**src/rtl/pri_enc_queue.sv**
```systemverilog
// Registered 8-to-3 priority encoder with request capture and a valid/ready output.
// Pending requests are served highest index first; each index retires when accepted.
module pri_enc_queue #(
  parameter int unsigned N  = 8,
  parameter int unsigned CW = 3
) (
  input  logic          clk,
  input  logic          rst_n,
  input  logic          ei,
  input  logic [N-1:0]  req,
  input  logic          ready_i,
  output logic [CW-1:0] code_o,
  output logic          valid_o,
  output logic          gs_o,
  output logic          eo_o,
  output logic [N-1:0]  pending_o,
  output logic          ovf_o
);

  typedef enum logic [0:0] {StIdle, StPresent} state_e;

  state_e        state_q, state_d;
  logic [N-1:0]  pending_q, pending_d;
  logic [N-1:0]  clr;
  logic [CW-1:0] code_q, code_d;
  logic [CW-1:0] top_idx;
  logic          any_pending;
  logic          load;
  logic          ovf_q, ovf_d;

  // Ascending scan: the last set bit found is the highest-priority one.
  always_comb begin
    top_idx = '0;
    for (int i = 0; i < N; i++) begin
      if (pending_q[i]) begin
        top_idx = CW'(i);
      end
    end
  end

  assign any_pending = |pending_q;

  always_comb begin
    state_d = state_q;
    code_d  = code_q;
    load    = 1'b0;
    clr     = '0;
    unique case (state_q)
      StIdle: begin
        if (any_pending) begin
          load = 1'b1;
        end
      end
      StPresent: begin
        if (ready_i) begin
          if (any_pending) begin
            load = 1'b1;
          end else begin
            state_d = StIdle;
          end
        end
      end
      default: state_d = StIdle;
    endcase
    if (load) begin
      code_d       = top_idx;
      clr[top_idx] = 1'b1;
      state_d      = StPresent;
    end
  end

  // A request on the bit being cleared this edge re-arms it; set wins over clear.
  always_comb begin
    pending_d = pending_q & ~clr;
    ovf_d     = ovf_q;
    if (ei) begin
      pending_d = pending_d | req;
      ovf_d     = ovf_q | (|(req & pending_q & ~clr));
    end
  end

  always_ff @(posedge clk or negedge rst_n) begin
    if (!rst_n) begin
      state_q   <= StIdle;
      pending_q <= '0;
      code_q    <= '0;
      ovf_q     <= 1'b0;
    end else begin
      state_q   <= state_d;
      pending_q <= pending_d;
      code_q    <= code_d;
      ovf_q     <= ovf_d;
    end
  end

  assign code_o    = code_q;
  assign valid_o   = (state_q == StPresent);
  assign gs_o      = any_pending | valid_o;
  assign eo_o      = ei & ~gs_o;
  assign pending_o = pending_q;
  assign ovf_o     = ovf_q;

endmodule

```
**config.mk**
```make
export PLATFORM = sky130hd
export DESIGN_NAME = pri_enc_queue
export DESIGN_NICKNAME = d
export VERILOG_FILES = /design/src/rtl/pri_enc_queue.sv
export SDC_FILE = /design/constraint.sdc
export NUM_CORES = 1
export LEC_CHECK = 0
export ABC_AREA = 1
export BUFFER_PORTS_ARGS = -buffer_cell sky130_fd_sc_hd__buf_2
export CORE_MARGIN = 2
export CORE_UTILIZATION = 43
export DETAILED_ROUTE_END_ITERATION = 10
export PLACE_DENSITY = 0.73
export SYNTH_ARGS = -nofsm -noshare
export SYNTH_HDL_FRONTEND = slang
export SYNTH_SLANG_ARGS = --single-unit
```
**constraint.sdc**
```tcl
create_clock -name clk -period 1.5 [get_ports clk]
set_clock_uncertainty 0.2 [all_clocks]
set_input_delay 0.075 -clock clk [delete_from_list [all_inputs] [get_ports clk]]
set_output_delay 0.075 -clock clk [all_outputs]
set_load 0.02 [all_outputs]
```
==> results.md, run 1 <==
- Reg area: 335 sq um
- Mapped Area: 756 sq um
- Hold Vio Cnt, Final: 2
- PD cells: 673 nW/um^2
- Hold depth: 2
- Post-place instance area: 1090 sq um
- Worst hold start: ei
- Hold crit path type: in2reg
- Gr usage total: 27.3%
- Critical Path, Cell by Cell: nor2_4, nand2_4, nor2_4, buf_6, nor2_4, nand2_1, inv_1, nand2_1, nand2_1, nand2_1, nor2_1, nand2_1, nand2_1, nand2_1
- Largest net degree at the start of global routing: 14
- Clock sinks: 13
- CP Data Arrival Time: 1800 ps
- Die Wd: 45.9 um
- Crit. path cell count: 14
- WHS: -21.0 ps
- Lkg Pwr: around 0.76 nW
- First-pass GRT wire length: 3.99 mm
- Reg2reg end: ovf_o
- Area of the multi-input gates: 457 sq um
- Clock slew at reported path FFs: 90 ps
- RSZ-0062 raised after global routing: true
- R2r worst-path depth: 14
- Fraction of layout cells with a size suffix above 1: a little over half
- CP max stage cell: dfrtp_2
- Core Area: ~1700 sq um
- Headroom to the max-slew limit: 78.3%
- CTS Buf Count: 3
- GP Congestion: 0.814
- DRC: 0
- Type of element capturing the critical path: flop
- Critical Path Most Common Cell: nand2_1
- Starting Density: 44.7%
- Area Growth Syn to Fin: 93.2%
- Via count: roughly 960
- Mean Syn Cell Area: 7.71 sq um
- DRT Wirelength: 2.70 mm
- Global route total overflow: 0
- Failing checks: hold timing, setup timing
- Worst path bufs/invs: 2
- Initial drt markers: 25
- Die ar.: ~2100 sq um
- ANT cells: 0
- Later-pin clock latency in the skew report: 290 ps
- Wire per inst: 14.1 um
- First-pass iteration count of the detailed router: 4
- Post-DP HPWL: 1.55 mm
- Final setup margin: -279 ps
- Hold Path Sink: pending_o[3]
- Max-cap violations: 0
- Setup slack, reg-to-reg: -280 ps
- I/O pins: 27
- Netlist cell types: 19
- I/O Buffers: 26
- Pre-CTS setup slack: -179 ps
- Clk root buf: clkbuf_4
- Clk buf depth: 2
- Syn Nets: 110
- Die height: 45.9 um
- Achievable Freq: 562 MHz
- Mapped Cells: 98
- Htree depth: 1
- Commonest non-fill, non-tap cell in the layout: nand2_1
- Initial antenna violation count: 0
- Crit path kind: reg2reg
- Slew at the pin with the worst max-slew slack: 326 ps
- Period utilization: 119%
- Worst r2r src: pending_o[5]
- Vias in the first global route: a little under 900
- Seq cells post-synth: 13
- Final net count: 187
- Crit path max-delay family: simple AND/OR/NAND/NOR gates
- Yosys warns: 0
- Max-slew violations: 0
- Register area share after synthesis: a little over two fifths
- Critical Path Max Stage Delay: 440 ps
- Finish-stage setup viols: 14
- Final Cell Area: 1460 sq um
- DR vias/cell: ~5.0
- Row count: 15
- Minimum clock period: 1780 ps
- CTS tree: built
- CP Launch Type: flop
- Most frequent cells in the layout: nand2_1 (27), buf_2 (24), buf_4 (23), dlygate4sd3_1 (15), inv_1 (13)
- Fillers: 92
- Critical Path Fanout Max: 5
- Run status: complete, but fails checks
- Worst vdd ir: 0.000627 V
- Req. time, crit path: 1520 ps
- Antenna-violating nets left: 0
where the power goes:
part / total, mW / switching [mW] / internal [mW]
clock network: 0.228 / 0.128 / 0.0992
logic: 0.355 / 0.185 / 0.170
registers: 0.401 / 0.0239 / 0.377
cell families (layout without fill, tap and decap cells):
kind of cell    after synthesis  after routing  synth area share, %
compound gates               12             12                 11.1
buf+inv                      16             91                 9.44
flops                        13             13                 43.0
simple gates                 57             58                 36.4
cell usage after synthesis, drive strengths merged:
master | number | area share, %
nor2 | 16 | 12
nand2 | 32 | 17
nor3 | 1 | 1.3
inv | 14 | 7.0
nand3 | 7 | 4.6
o211ai | 1 | 0.99
buf | 2 | 2.5
o21ai | 4 | 2.6
a22o | 4 | 4.6
dfrtp | 13 | 43
nand4 | 1 | 1.7
o22a | 1 | 1.2
a31oi | 2 | 1.7
metal layers:
layer  vias to the layer above  wire [um]  track usage [%]  part of all wire, %
met5                         -          0                0                    0
met4                         0         36             10.3                  1.3
met3                         6        101             3.57                  3.7
met2                        31       1410             47.8                   52
met1                       455       1150             33.6                   42
li1                        463          -                -                    -
worst max path at each step:
stage                     slack [ps]  endpoint    startpoint
after CTS                       -230     ovf_o  pending_o[5]
after detailed placement        -180     ovf_o  pending_o[4]
final                           -280     ovf_o  pending_o[5]
after global placement          -170     ovf_o  pending_o[4]
after floorplan                 -150     ovf_o  pending_o[2]
after global routing            -350     ovf_o  pending_o[3]
sequential cells by signal, summed over array words and instances (netlist names):
register,count
pending_o,8
code_o,3
ovf_o,1
valid_o,1
layout make-up:
class / count / share of cell area [%]
sequential: 13 / 23.0
inverter: 14 / 3.60
timing repair buffer: 73 / 38.8
multi-input combinational: 70 / 31.3
clock buffer: 3 / 1.54
tap: 17 / 1.46
clock inverter: 1 / 0.343
per-stage QoR:
stage / cells / utilization, % / power (mW) / TNS, ps / hold WS [ps]
2_1_floorplan: 98 / - / 0.539 / -242 / -421
3_3_place_gp: 162 / 64.3 / 0.651 / -413 / -224
3_5_place_dp: 162 / 64.3 / 0.658 / -659 / -218
4_1_cts: 189 / 83.6 / 0.961 / -1710 / -78.3
5_1_grt: 191 / 86.4 / 1.03 / -2840 / -2.16
6_report: 191 / 86.4 / 0.983 / -2270 / -21.0
what timing repair did:
action                                 CTS  global route
setup buffers                            8             1
cloned                                   1             0
hold buffers                            14             1
pin swaps                                9             8
setup endpoints to repair               11            13
endpoints found under the hold margin   23             2
resized for setup                       23             8
(Power assumes the default switching activity.)
==> run 2: changes to the inputs <==
--- a/config.mk
+++ b/config.mk
@@ -11,6 +11,7 @@
 export CORE_UTILIZATION = 43
 export DETAILED_ROUTE_END_ITERATION = 10
 export PLACE_DENSITY = 0.73
+export SKIP_CTS_REPAIR_TIMING = 1
 export SYNTH_ARGS = -nofsm -noshare
 export SYNTH_HDL_FRONTEND = slang
 export SYNTH_SLANG_ARGS = --single-unit
==> run 2 against run 1 <==
Effect of this change: clock power increased by 3%; non-clock buffer count unchanged; largest cell class unchanged; worst setup slack got worse by 100 ps; critical path depth increased by 1; sequential power increased by 1%; highest routed layer unchanged; cell count unchanged; routed wire length increased by 5.7%; the run still ends with hold timing, setup timing left.
==> results.md, run 2 (synthesized netlist as in run 1, its figures left out) <==
- Run status: complete, but fails checks (unchanged)
- Failing checks: hold timing, setup timing (unchanged)
- Layout Cells excl Fill: 191 (unchanged)
- Area of the multi-input gates: 457 sq um (unchanged)
- ANT cells: 0 (unchanged)
- Req. time, crit path: 1490 ps (was 1520 ps)
- Worst hold start: ei (unchanged)
- Final core utilization: 86.9% (was 86.4%)
- I/O pins: 27 (unchanged)
- Clk buf depth: 2 (unchanged)
- Setup TNS: -2690 ps (was -2270 ps)
- Final net count: 187 (unchanged)
- RSZ-0062 raised after global routing: true (unchanged)
- First-pass GRT wire length: 3.19 mm (was 3.99 mm)
- Max-slew violations: 0 (unchanged)
- PD cells: 668 nW/um^2 (was 673 nW/um^2)
- CTS tree: built (unchanged)
- Clock sinks: 13 (unchanged)
- Worst vdd ir: 0.000702 V (was 0.000627 V)
- Type of element capturing the critical path: flop (unchanged)
- Crit path kind: reg2reg (unchanged)
- Clk root buf: clkbuf_4 (unchanged)
- Fraction of layout cells with a size suffix above 1: 54.6% (unchanged)
- Reg area: 335 sq um (unchanged)
- Initial antenna violation count: 0 (unchanged)
- Gr usage total: 21.6% (was 27.3%)
- Fillers: 95 (was 92)
- Vias in the first global route: 755 (was 881)
- Max FFs per register: 8 (unchanged)
- Row count: 15 (unchanged)
- Core Area: 1690 sq um (unchanged)
- Hold Vio Cnt, Final: 2 (unchanged)
- Max-cap violations: 0 (unchanged)
- Met3 WL: 153 um (was 101 um)
- M1 WL: 1.09 mm (was 1.15 mm)
- Finish-stage setup viols: 14 (unchanged)
- Largest net degree at the start of global routing: 14 (unchanged)
- Starting Density: 44.7% (unchanged)
- First-pass iteration count of the detailed router: 4 (unchanged)
- Die height: 45.9 um (unchanged)
- Hold crit path type: in2reg (unchanged)
- Die Wd: 45.9 um (unchanged)
- CP Data Arrival Time: 1870 ps (was 1800 ps)
- DRC: 0 (unchanged)
- Post-place instance area: 1090 sq um (unchanged)
- WHS: -28.1 ps (was -21.0 ps)
- Wire per inst: 14.9 um (was 14.1 um)
- Die ar.: 2110 sq um (unchanged)
- Final Cell Area: 1470 sq um (was 1460 sq um)
- DRT Wirelength: 2.85 mm (was 2.70 mm)
- CP Launch Type: flop (unchanged)
- Later-pin clock latency in the skew report: 290 ps (about the same)
- Clock slew at reported path FFs: 90 ps (about the same)
- Worst Setup SP: pending_o[2] (was pending_o[5])
- Antenna-violating nets left: 0 (unchanged)
- Most frequent cells in the layout: nand2_1 (25), buf_2 (24), buf_4 (23), dlygate4sd3_1 (16), inv_1 (13) (was nand2_1 (27), buf_2 (24), buf_4 (23), dlygate4sd3_1 (15), inv_1 (13))
- CP max stage cell: dfrtp_2 (unchanged)
- Crit path max-delay family: simple AND/OR/NAND/NOR gates (unchanged)
- Lkg Pwr: 0.760 nW (was 0.755 nW)
- Critical Path, Cell by Cell: buf_6, inv_2, nand2_1, nand2_1, nand2_1, nand2_1, nand2_1, buf_4, nand4_2, nand2_1, nand2_1, nor2_1, nand2_1, nand2_1, nand2_1 (was nor2_4, nand2_4, nor2_4, buf_6, nor2_4, nand2_1, inv_1, nand2_1, nand2_1, nand2_1, nor2_1, nand2_1, nand2_1, nand2_1)
- Placed cells: 162 (unchanged)
- Area Growth Syn to Fin: 94.2% (was 93.2%)
- Routed wl met2: 1.49 mm (was 1.41 mm)
- Global route total overflow: 0 (unchanged)
- Headroom to the max-slew limit: 79.4% (was 78.3%)
- Critical Path Most Common Cell: nand2_1 (unchanged)
- I/O Buffers: 26 (unchanged)
- Post-DP HPWL: 1.55 mm (unchanged)
- Critical Path Fanout Max: 3 (was 5)
- Critical Path Max Stage Delay: 400 ps (was 440 ps)
- Worst r2r src: pending_o[2] (was pending_o[5])
- DR vias/cell: 5.21 (was 5.00)
- Slew at the pin with the worst max-slew slack: 309 ps (was 326 ps)
- CTS Buf Count: 3 (unchanged)
- Via count: 995 (was 955)
- Period utilization: 125% (was 119%)
- Commonest non-fill, non-tap cell in the layout: nand2_1 (unchanged)
- Max Used Layer: met4 (unchanged)
- Htree depth: 1 (unchanged)
- Achievable Freq: 531 MHz (was 562 MHz)
- Final setup margin: -382 ps (was -279 ps)
- Minimum clock period: 1880 ps (was 1780 ps)
- Initial drt markers: 39 (was 25)
- Worst path bufs/invs: 3 (was 2)
- GP Congestion: 0.814 (unchanged)
-- run 2: cell type report --
type,instances,share of cell area (%)
multi-input combinational,70,31.1
tap,17,1.45
sequential,13,22.8
inverter,14,3.58
clock buffer,3,1.53
clock inverter,1,0.341
timing repair buffer,73,39.1
-- run 2: path summary, 6_finish.rpt --
path,endpoint,slack (ps),cells after the start
max,ovf_o,-380,15
min,pending_o[1],-30,2
max reg2reg,ovf_o,-380,15
min reg2reg,ovf_o,270,2
max in group asynchronous,pending_o[1],840,2
min in group asynchronous,code_o[0],10,2
-- run 2: stage by stage --
stage	total power [mW]	hold WS, ps	setup slack [ps]
floorplan	0.539	-421	-149
global placement	0.651	-224	-169
detailed placement	0.658	-218	-179
CTS	0.888	-535	-363
global route	1.03	-1.23	-432
finish	0.981	-28.1	-382
-- run 2: where the power goes --
part	total [mW]	switching [mW]	internal [mW]
Clock	0.234	0.135	0.0994
Sequential	0.406	0.0283	0.377
Combinational	0.341	0.181	0.160
Total	0.981	0.344	0.637
-- run 2: metal layers --
| layer | track usage [%] | vias up |
|---|---|---|
| li1 | - | 465 |
| met1 | 26.8 | 456 |
| met2 | 35.8 | 57 |
| met3 | 3.57 | 17 |
| met4 | 10.3 | 0 |
| met5 | 0 | - |
